--- src/rtl/armleocpu_ptw.sv ---
// Sv32 page-table walker: resolves a VPN through the two-level table in memory
// and returns the leaf PPN plus its access tag, or a page/access fault.
module armleocpu_ptw (
    input  logic        clk,
    input  logic        rst,
    input  logic        resolve_request,
    input  logic [19:0] resolve_virtual_address,
    input  logic [21:0] satp_ppn,
    output logic        resolve_ack,
    output logic        resolve_done,
    output logic        resolve_pagefault,
    output logic        resolve_accessfault,
    output logic [21:0] resolve_physical_address,
    output logic [7:0]  resolve_metadata,
    output logic [33:0] mem_address,
    output logic        mem_read,
    input  logic        mem_waitrequest,
    input  logic        mem_readdatavalid,
    input  logic [31:0] mem_readdata,
    input  logic [1:0]  mem_response
);

    localparam int unsigned PPN_W = 22;
    localparam int unsigned VPN_W = 20;
    localparam int unsigned PA_W  = 34;

    typedef enum logic [1:0] {IDLE, ISSUE, WAIT} state_t;

    state_t             state, state_n;
    logic               level, level_n;
    logic [VPN_W-1:0]   vpn, vpn_n;
    logic [PA_W-1:0]    addr_n;
    logic               done_n, pf_n, af_n;
    logic [PPN_W-1:0]   ppn_n;
    logic [7:0]         meta_n;
    logic               walk_fin, walk_pf, walk_af;

    logic pte_v, pte_r, pte_w, pte_x;
    logic unused_rsw;

    assign pte_v = mem_readdata[0];
    assign pte_r = mem_readdata[1];
    assign pte_w = mem_readdata[2];
    assign pte_x = mem_readdata[3];
    assign unused_rsw = ^mem_readdata[9:8];

    // Accept is suppressed on the done cycle so ack and done never coincide.
    assign resolve_ack = (state == IDLE) && resolve_request && !resolve_done;
    assign mem_read    = (state == ISSUE);

    always_ff @(posedge clk or posedge rst) begin
        if (rst) begin
            state                    <= IDLE;
            level                    <= 1'b1;
            vpn                      <= '0;
            mem_address              <= '0;
            resolve_done             <= 1'b0;
            resolve_pagefault        <= 1'b0;
            resolve_accessfault      <= 1'b0;
            resolve_physical_address <= '0;
            resolve_metadata         <= '0;
        end else begin
            state                    <= state_n;
            level                    <= level_n;
            vpn                      <= vpn_n;
            mem_address              <= addr_n;
            resolve_done             <= done_n;
            resolve_pagefault        <= pf_n;
            resolve_accessfault      <= af_n;
            resolve_physical_address <= ppn_n;
            resolve_metadata         <= meta_n;
        end
    end

    always_comb begin
        state_n  = state;
        level_n  = level;
        vpn_n    = vpn;
        addr_n   = mem_address;
        done_n   = 1'b0;
        pf_n     = resolve_pagefault;
        af_n     = resolve_accessfault;
        ppn_n    = resolve_physical_address;
        meta_n   = resolve_metadata;
        walk_fin = 1'b0;
        walk_pf  = 1'b0;
        walk_af  = 1'b0;

        case (state)
            IDLE: begin
                if (resolve_ack) begin
                    vpn_n   = resolve_virtual_address;
                    level_n = 1'b1;
                    addr_n  = {satp_ppn, resolve_virtual_address[19:10], 2'b00};
                    state_n = ISSUE;
                end
            end
            ISSUE: begin
                if (!mem_waitrequest) begin
                    state_n = WAIT;
                end
            end
            WAIT: begin
                if (mem_readdatavalid) begin
                    walk_fin = 1'b1;
                    if (mem_response != 2'b00) begin
                        walk_af = 1'b1;
                    end else if (!pte_v || (!pte_r && pte_w)) begin
                        walk_pf = 1'b1;
                    end else if (pte_r || pte_x) begin
                        walk_pf = level && (mem_readdata[19:10] != 10'd0);
                    end else if (!level) begin
                        walk_pf = 1'b1;
                    end else begin
                        // Valid pointer at the root level: descend.
                        walk_fin = 1'b0;
                        level_n  = 1'b0;
                        addr_n   = {mem_readdata[31:10], vpn[9:0], 2'b00};
                        state_n  = ISSUE;
                    end
                end
            end
            default: state_n = IDLE;
        endcase

        if (walk_fin) begin
            done_n  = 1'b1;
            pf_n    = walk_pf;
            af_n    = walk_af;
            ppn_n   = level ? {mem_readdata[31:20], vpn[9:0]} : mem_readdata[31:10];
            meta_n  = mem_readdata[7:0];
            state_n = IDLE;
        end
    end

endmodule

--- config.mk ---
export PLATFORM = sky130hd
export DESIGN_NAME = armleocpu_ptw
export DESIGN_NICKNAME = d
export VERILOG_FILES = /design/src/rtl/armleocpu_ptw.sv
export SDC_FILE = /design/constraint.sdc
export NUM_CORES = 1
export LEC_CHECK = 0
export ABC_AREA = 0
export BUFFER_PORTS_ARGS = -buffer_cell sky130_fd_sc_hd__buf_2
export CORE_MARGIN = 2
export CORE_UTILIZATION = 51
export DETAILED_ROUTE_END_ITERATION = 10
export PLACE_DENSITY = 0.83
export SLEW_MARGIN = 10
export SYNTH_ARGS = -nofsm -noshare
export SYNTH_HDL_FRONTEND = slang
export SYNTH_SLANG_ARGS = --single-unit
--- constraint.sdc ---
create_clock -name clk -period 3.7 [get_ports clk]
set_input_delay 0.74 -clock clk [delete_from_list [all_inputs] [get_ports clk]]
set_output_delay 0.74 -clock clk [all_outputs]
set_load 0.05 [all_outputs]
Yosys cells after proc, flatten, opt, wreduce, memory -nomap -nowiden
Index checks and enable logic that the tools add are counted.

Bits in registers: 80. Output and inout port bits: 69.

Equality and inequality tests: 15. Multiplexer cells: 38. Reduce and logical (&&, ||, !) cells: 17.

Operators with widths (count): two-way mux 34 bit (6); one-hot mux 34 bit (2 select lines) (1); two-way mux 1 bit (20); != test 3 bit, second input constant (6); two-way mux 2 bit (8); AND reduction 7 bit (2); != test 2 bit, second input constant (6); two-way mux 10 bit (1); nonzero test 10 bit (1); one-hot mux 2 bit (3 select lines) (1); AND reduction 6 bit (1); logical AND 1 bit (4); nonzero test 2 bit (2); zero test 1 bit (3); != test 3 x 2 -> 1 bit, second input constant (1); equality test 2 x 1 -> 1 bit, second input constant (1); equality test 2 bit, second input constant (1); zero test 2 bit (1); logical OR 1 bit (2); one-hot mux 1 bit (2 select lines) (1); AND reduction 2 bit (1).

Logic depth before layout (Yosys ltp)
Gate-level depths: netlist of the first run.

Word-level depth: 9. Depth in mapped cells: 5. Mapped depth without buffers: 4.

Worst setup path before layout of the first run
Ideal clock, no wire load.

Path type: input -> output. Start point: input resolve_request. End point: output resolve_ack. Data arrival time: 1.592 ns. Required time: 2.960 ns. Setup slack: 1.368 ns. Cell stages on the path: 3. Path through: or3b_1 nor2_1 buf_2.

Cells in the longest elaborated chain, start to end: 2.

Ends and longest elaborated chain: start, declared (RTL line 6) `input logic resolve_request,`; logical AND 1 bit (2 in a row) (RTL line 48) `assign resolve_ack = (state == IDLE) && resolve_request && !resolve_done;`; end, declared (RTL line 9) `output logic resolve_ack,`.

No other way between the ends.

Worst setup path in the final report of the first run
Start point: register state[1]. End point: output resolve_ack.

Cells in the longest elaborated chain, start to end: 3.

Ends and longest elaborated chain: start, declared (RTL line 29) `state_t state, state_n;`; start signal, assigned (RTL line 63) `state <= state_n;`; zero test 2 bit (RTL line 48); logical AND 1 bit (2 in a row) (RTL line 48).

No other way between the ends.

==> impl_metrics.yaml, run 1 <==
run_status:
  status: "complete, no violations"
power_and_ir_drop:
  ir_drop_mv: 0.652
  power_density_nw_per_um2: 1110
  p_total_mw: 4.98
  p_leak_nw: 2.37
floorplanning:
  dieArea_sq_um: 7440
  die_x_microns: 86.3
  fp.coreArea_sq_um: 6460
  die_y_microns: 86.3
  start_util_pct: 53.4
  row_count: 29
  pin_count: 150
cells_and_area:
  final_common_cell: "buf_2"
  insertedDiodeCount: 0
  final_nets: 509
  area_growth_pct: 29.4
  final_cell_mix: "buf_2, dfrtp_1, mux2i_1"
  seqCellArea_sq_um: 1950
  drive_gt1_share_pct: 46.4
  fillerInstances: 507
  multi_input_area_sq_um: 1390
grt:
  grt_pass1_vias: 2860
  antenna_found_initial: 0
  track_usage_pct: 24.9
  grt_pass1_wl_mm: 14.2
  grt_start_max_net_pins: 56
  overflow: 0
logic_synthesis:
  synth_top_area_share_pct: 55.8
  ys_top_cells_by_area: "dfrtp_1, mux2i_1, mux2_2"
  syn-mean-instance-area_sq_um: 11.9
  synth_warnings: 0
  yosys.area.top_type: "dfrtp_1"
  synth-seq-cells: 78
  synth_area_sq_um: 3450
  synth-edff-count: 0
  synth_ff_type: "dfrtp_1"
  seq_area_frac_synth_pct: 56.6
  synth_cells: 289
  synth_cell_types: 30
  async_flop_share_pct: 100
timing:
  setup_viol_count_final: 0
  tightest_slew_ns: 1.05
  rsz0062_at_grt: "no"
  relSlewSlack_pct: 29.9
  hold_viol: 0
  max_freq_ghz: 0.425
  finalClockSkew_ns: 0.00989
  layout_min_cycle_time_ns: 2.35
  setup_tns_ns: 0
  drv_slew: 0
  fin_crit_sh_pct: 63.6
worst_setup_path:
  end_kind: "output port"
  worstRegToRegCells: 4
  crit_required_ns: 2.96
  path_depth: 3
  worstPathMaxFanout: 5
  path_buf_inv: 1
  worst_path_largest_cell_delay_ns: 0.42
  path_delay_family: "simple AND/OR/NAND/NOR gates"
  critPathSlowestCell: "dfrtp_1"
  worstPathCellList: "or3b_1 -> nor2_1 -> buf_2"
  cp-start-kind: "register"
  arrival_ns: 1.61
  crit_type: "register to output port"
cts:
  cts_tree: "yes"
  insertion_delay_ns: 0.34
  cts_made_buffers: 9
  htree_levels: 3
  cts_resized: 0
  path_clk_slew_ns: 0.09
  hold_buffers: 0
  clk_path_buf_depth: 2
  cts_setup_buffers: 0
  root_buffer: "clkbuf_8"
  cts.sinks: 78
placed_design:
  io_buffers: 145
  hpwl_mm: 6.20
  gp_congestion: 0.869
route:
  drt_wl_total_mm: 8.83
  drc_errors: 0
  ant_nets: 0
  drtIter0Drc: 79
  drt-wirelength-per-cell_microns: 17.3
  num_vias: 2771
  via_per_inst: 5.43
  detail_route.first_pass.iterations: 4
worst_hold_path:
  hold_class: "register to register"
  holdPathStages: 1
run:
  drv_cap: 0
where the power goes:
part | leakage [nW] | internal (mW) | switching (mW)
registers | 0.940 | 1.27 | 0.224
logic | 1.30 | 0.706 | 1.94
clock network | 0.130 | 0.517 | 0.317
worst register-to-register path: stages, from the launching register on:
cell and delay [ns]:
dfrtp_1 0.42, or3b_1 0.42, a21o_1 0.57, or2_4 0.57
o21ai_0 0.21
state kept, by name, summed over array words and instances, names as in the netlist:
register,count
resolve_physical_address,22
resolve_metadata,8
vpn,10
mem_address,32
state,2
level,1
resolve_done,1
resolve_pagefault,1
resolve_accessfault,1
layout make-up:
| class | instances | share of cell area, % |
|---|---|---|
| clock inverter | 6 | 3.00 |
| clock buffer | 10 | 2.86 |
| multi-input combinational | 189 | 31.2 |
| inverter | 1 | 0.112 |
| sequential | 78 | 43.7 |
| timing repair buffer | 149 | 16.9 |
| tap | 77 | 2.16 |
path summary, 6_finish.rpt:
check	slack [ns]	end	start
max	1.35	resolve_ack	state[1]
min	0.51	resolve_physical_address[11]	resolve_physical_address[11]
max reg2reg	1.44	mem_address[31]	state[1]
min reg2reg	0.51	resolve_physical_address[11]	resolve_physical_address[11]
max in group asynchronous	2.27	mem_address[18]	rst
min in group asynchronous	0.55	mem_address[29]	rst
per-layer routing:
metal,wire [microns],track usage [%]
met4,211,9.23
met3,463,5.52
met1,3660,32.2
met5,0,0
met2,4500,41.4
cell usage after synthesis (3+ instances only):
library cell,number
nor2_1,13
mux2i_1,42
buf_4,3
a21oi_1,12
buf_2,4
o21ai_0,39
o21ai_1,30
clkbuf_1,11
nand2_1,4
dfrtp_1,77
mux2_2,30
buf_6,3
metrics by stage:
step | instances | setup slack (ns) | util [%] | instance area [sq um] | hold WS (ns)
floorplan | 290 | 0.967 | - | 3460 | 0.470
global placement | 494 | 1.07 | 65.1 | 4200 | 0.462
detailed placement | 494 | 1.03 | 65.1 | 4200 | 0.491
CTS | 510 | 1.33 | 69.1 | 4470 | 0.508
global route | 510 | 1.24 | 69.1 | 4470 | 0.521
finish | 510 | 1.35 | 69.1 | 4470 | 0.506
logic make-up after synthesis:
group	after synthesis	share of synthesized area (%)
compound gates	86	13.0
other cells	1	0.109
flops	78	56.6
simple gates	29	4.75
buf+inv	23	3.62
mux	72	22.0
No activity file was read; power rests on OpenSTA's default activity.
==> run 2, diff against run 1 <==
--- a/config.mk
+++ b/config.mk
@@ -8,9 +8,9 @@
 export ABC_AREA = 0
 export BUFFER_PORTS_ARGS = -buffer_cell sky130_fd_sc_hd__buf_2
 export CORE_MARGIN = 2
-export CORE_UTILIZATION = 51
+export CORE_UTILIZATION = 43
 export DETAILED_ROUTE_END_ITERATION = 10
-export PLACE_DENSITY = 0.83
+export PLACE_DENSITY = 0.74
 export SLEW_MARGIN = 10
 export SYNTH_ARGS = -nofsm -noshare
 export SYNTH_HDL_FRONTEND = slang
==> constraint.sdc (replaced) <==
create_clock -name clk -period 2.1 [get_ports clk]
set_input_delay 0.42 -clock clk [delete_from_list [all_inputs] [get_ports clk]]
set_output_delay 0.42 -clock clk [all_outputs]
set_load 0.05 [all_outputs]
==> run 2 against run 1 <==
Worst hold slack worse by 0.34 ns. Core utilization down 10 points. Highest routed layer unchanged. Critical endpoint unchanged. Clock power up 50%. Final cell count up 6.3%.
==> impl_metrics.yaml, run 2 (synthesis results as in run 1) <==
worst_setup_path:
  worst_path_largest_cell_delay_ns: 0.42
  critPathSlowestCell: "or3b_1"
  path_buf_inv: 1
  path_delay_family: "simple AND/OR/NAND/NOR gates"
  worstPathMaxFanout: 5
  end_kind: "output port"
  cp-start-kind: "register"
  worstPathCellList: "or3b_1 -> nor2_1 -> buf_4"
  crit_type: "register to output port"
  arrival_ns: 1.58
  crit_required_ns: 1.68
grt:
  antenna_found_initial: 0
  grt_pass1_vias: 2910
  grt_pass1_wl_mm: 14.2
  grt_start_max_net_pins: 79
  overflow: 0
  track_usage_pct: 21.1
route:
  drt-wirelength-per-cell_microns: 16.2
  drc_errors: 0
  wl_met3_microns: 522
  drtIter0Drc: 79
  num_vias: 2783
  drt_wl_total_mm: 8.79
  detail_route.first_pass.iterations: 4
  top_layer_used: "met4"
  met2_wirelength_mm: 4.34
  ant_nets: 0
  via_per_inst: 5.13
  wl_met1_mm: 3.68
worst_hold_path:
  hold_class: "input port to asynchronous set/reset pin"
floorplanning:
  die_y_microns: 93.6
  fp.coreArea_sq_um: 7770
  pin_count: 150
  start_util_pct: 44.4
  die_x_microns: 93.6
  row_count: 32
  dieArea_sq_um: 8760
cts:
  htree_levels: 3
  clk_path_buf_depth: 2
  hold_buffers: 0
  root_buffer: "clkbuf_8"
  cts.sinks: 78
  cts_setup_buffers: 0
  path_clk_slew_ns: 0.08
  cts_resized: 0
  cts_made_buffers: 9
  insertion_delay_ns: 0.35
  cts_tree: "yes"
run:
  drv_cap: 0
power_and_ir_drop:
  pwr-share-seq_pct: 30.3
  ir_drop_mv: 0.891
  power_density_nw_per_um2: 1890
  p_int_mw: 4.24
  p_comb_share_pct: 55.2
  p_sw_mw: 4.40
  p_leak_nw: 2.40
  netSwitchingFraction_pct: 50.9
  pwr-share-clk_pct: 14.5
timing:
  max_freq_ghz: 0.500
  fin_crit_sh_pct: 95.2
  rsz0062_at_grt: "no"
  setup_viol_count_final: 0
  setup_ws_ns: 0.101
  finalClockSkew_ns: 0.0122
  setup_tns_ns: 0
  layout_min_cycle_time_ns: 2.00
  drv_slew: 0
  hold_viol: 0
cells_and_area:
  fillerInstances: 687
  insertedDiodeCount: 0
  final_common_cell: "buf_2"
  final_cell_mix: "buf_2, dfrtp_1, mux2i_1"
  largest-register: "mem_address"
  drive_gt1_share_pct: 47.3
  final_nets: 516
  largest_reg_flops: 32
  area_growth_pct: 32.1
  reg_top3: "mem_address: 32 flops, resolve_physical_address: 22 flops, vpn: 10 flops"
placed_design:
  hpwl_mm: 6.35
  pre_cts_slack_ns: 0.184
  io_buffers: 145
  gp_congestion: 0.838
run_status:
  status: "complete, no violations"
[run 2: worst paths after layout]
kind	start	endpoint	slack, ns	cells past startpoint
max in group asynchronous	rst	level	1.57	3
max reg2reg	state[1]	mem_address[32]	0.35	4
min in group clk	mem_response[1]	resolve_pagefault	0.27	2
max	state[1]	resolve_ack	0.10	3
min reg2reg	resolve_accessfault	resolve_accessfault	0.49	2
min	rst	mem_address[14]	0.17	3
[run 2: cell type report]
type / count / area (sq um) / share of cell area, %
clock inverter: 6 / 95.1 / 2.08
multi-input combinational: 189 / 1400 / 30.7
timing repair buffer: 156 / 848 / 18.6
clock buffer: 10 / 128 / 2.80
tap: 102 / 128 / 2.80
inverter: 1 / 7.51 / 0.165
sequential: 78 / 1950 / 42.8
[run 2: per-layer routing]
| layer | track usage, % | vias up |
|---|---|---|
| met4 | 8.94 | 0 |
| met2 | 35.3 | 91 |
| met3 | 4.43 | 21 |
| met1 | 26.6 | 1348 |
| met5 | 0 | - |
| li1 | - | 1323 |
[run 2: power groups by stage]
stage	logic (mW)	clock network, mW	registers [mW]
2_1_floorplan	1.51	0	4.75
3_3_place_gp	4.71	0	2.61
3_5_place_dp	4.80	0	2.65
4_1_cts	4.80	1.27	2.62
5_1_grt	5.08	1.34	2.73
6_report	4.77	1.25	2.62
[run 2: metrics by stage]
stage	util, %	hold slack (ns)	cell area [sq um]	power [mW]	instances
4_1_cts	58.7	0.195	4560	8.70	542
2_1_floorplan	-	0.470	3460	6.26	290
3_3_place_gp	55.8	0.463	4340	7.33	526
3_5_place_dp	55.8	0.476	4340	7.45	526
6_report	58.7	0.170	4560	8.64	542
5_1_grt	58.7	0.212	4560	9.14	542
[run 2: worst reg2reg max path, stage by stage (launching register included)]
cell     delay (ns)
dfrtp_1        0.41
or3b_1         0.42
a21o_1         0.23
or2_4          0.38
o21ai_0        0.23
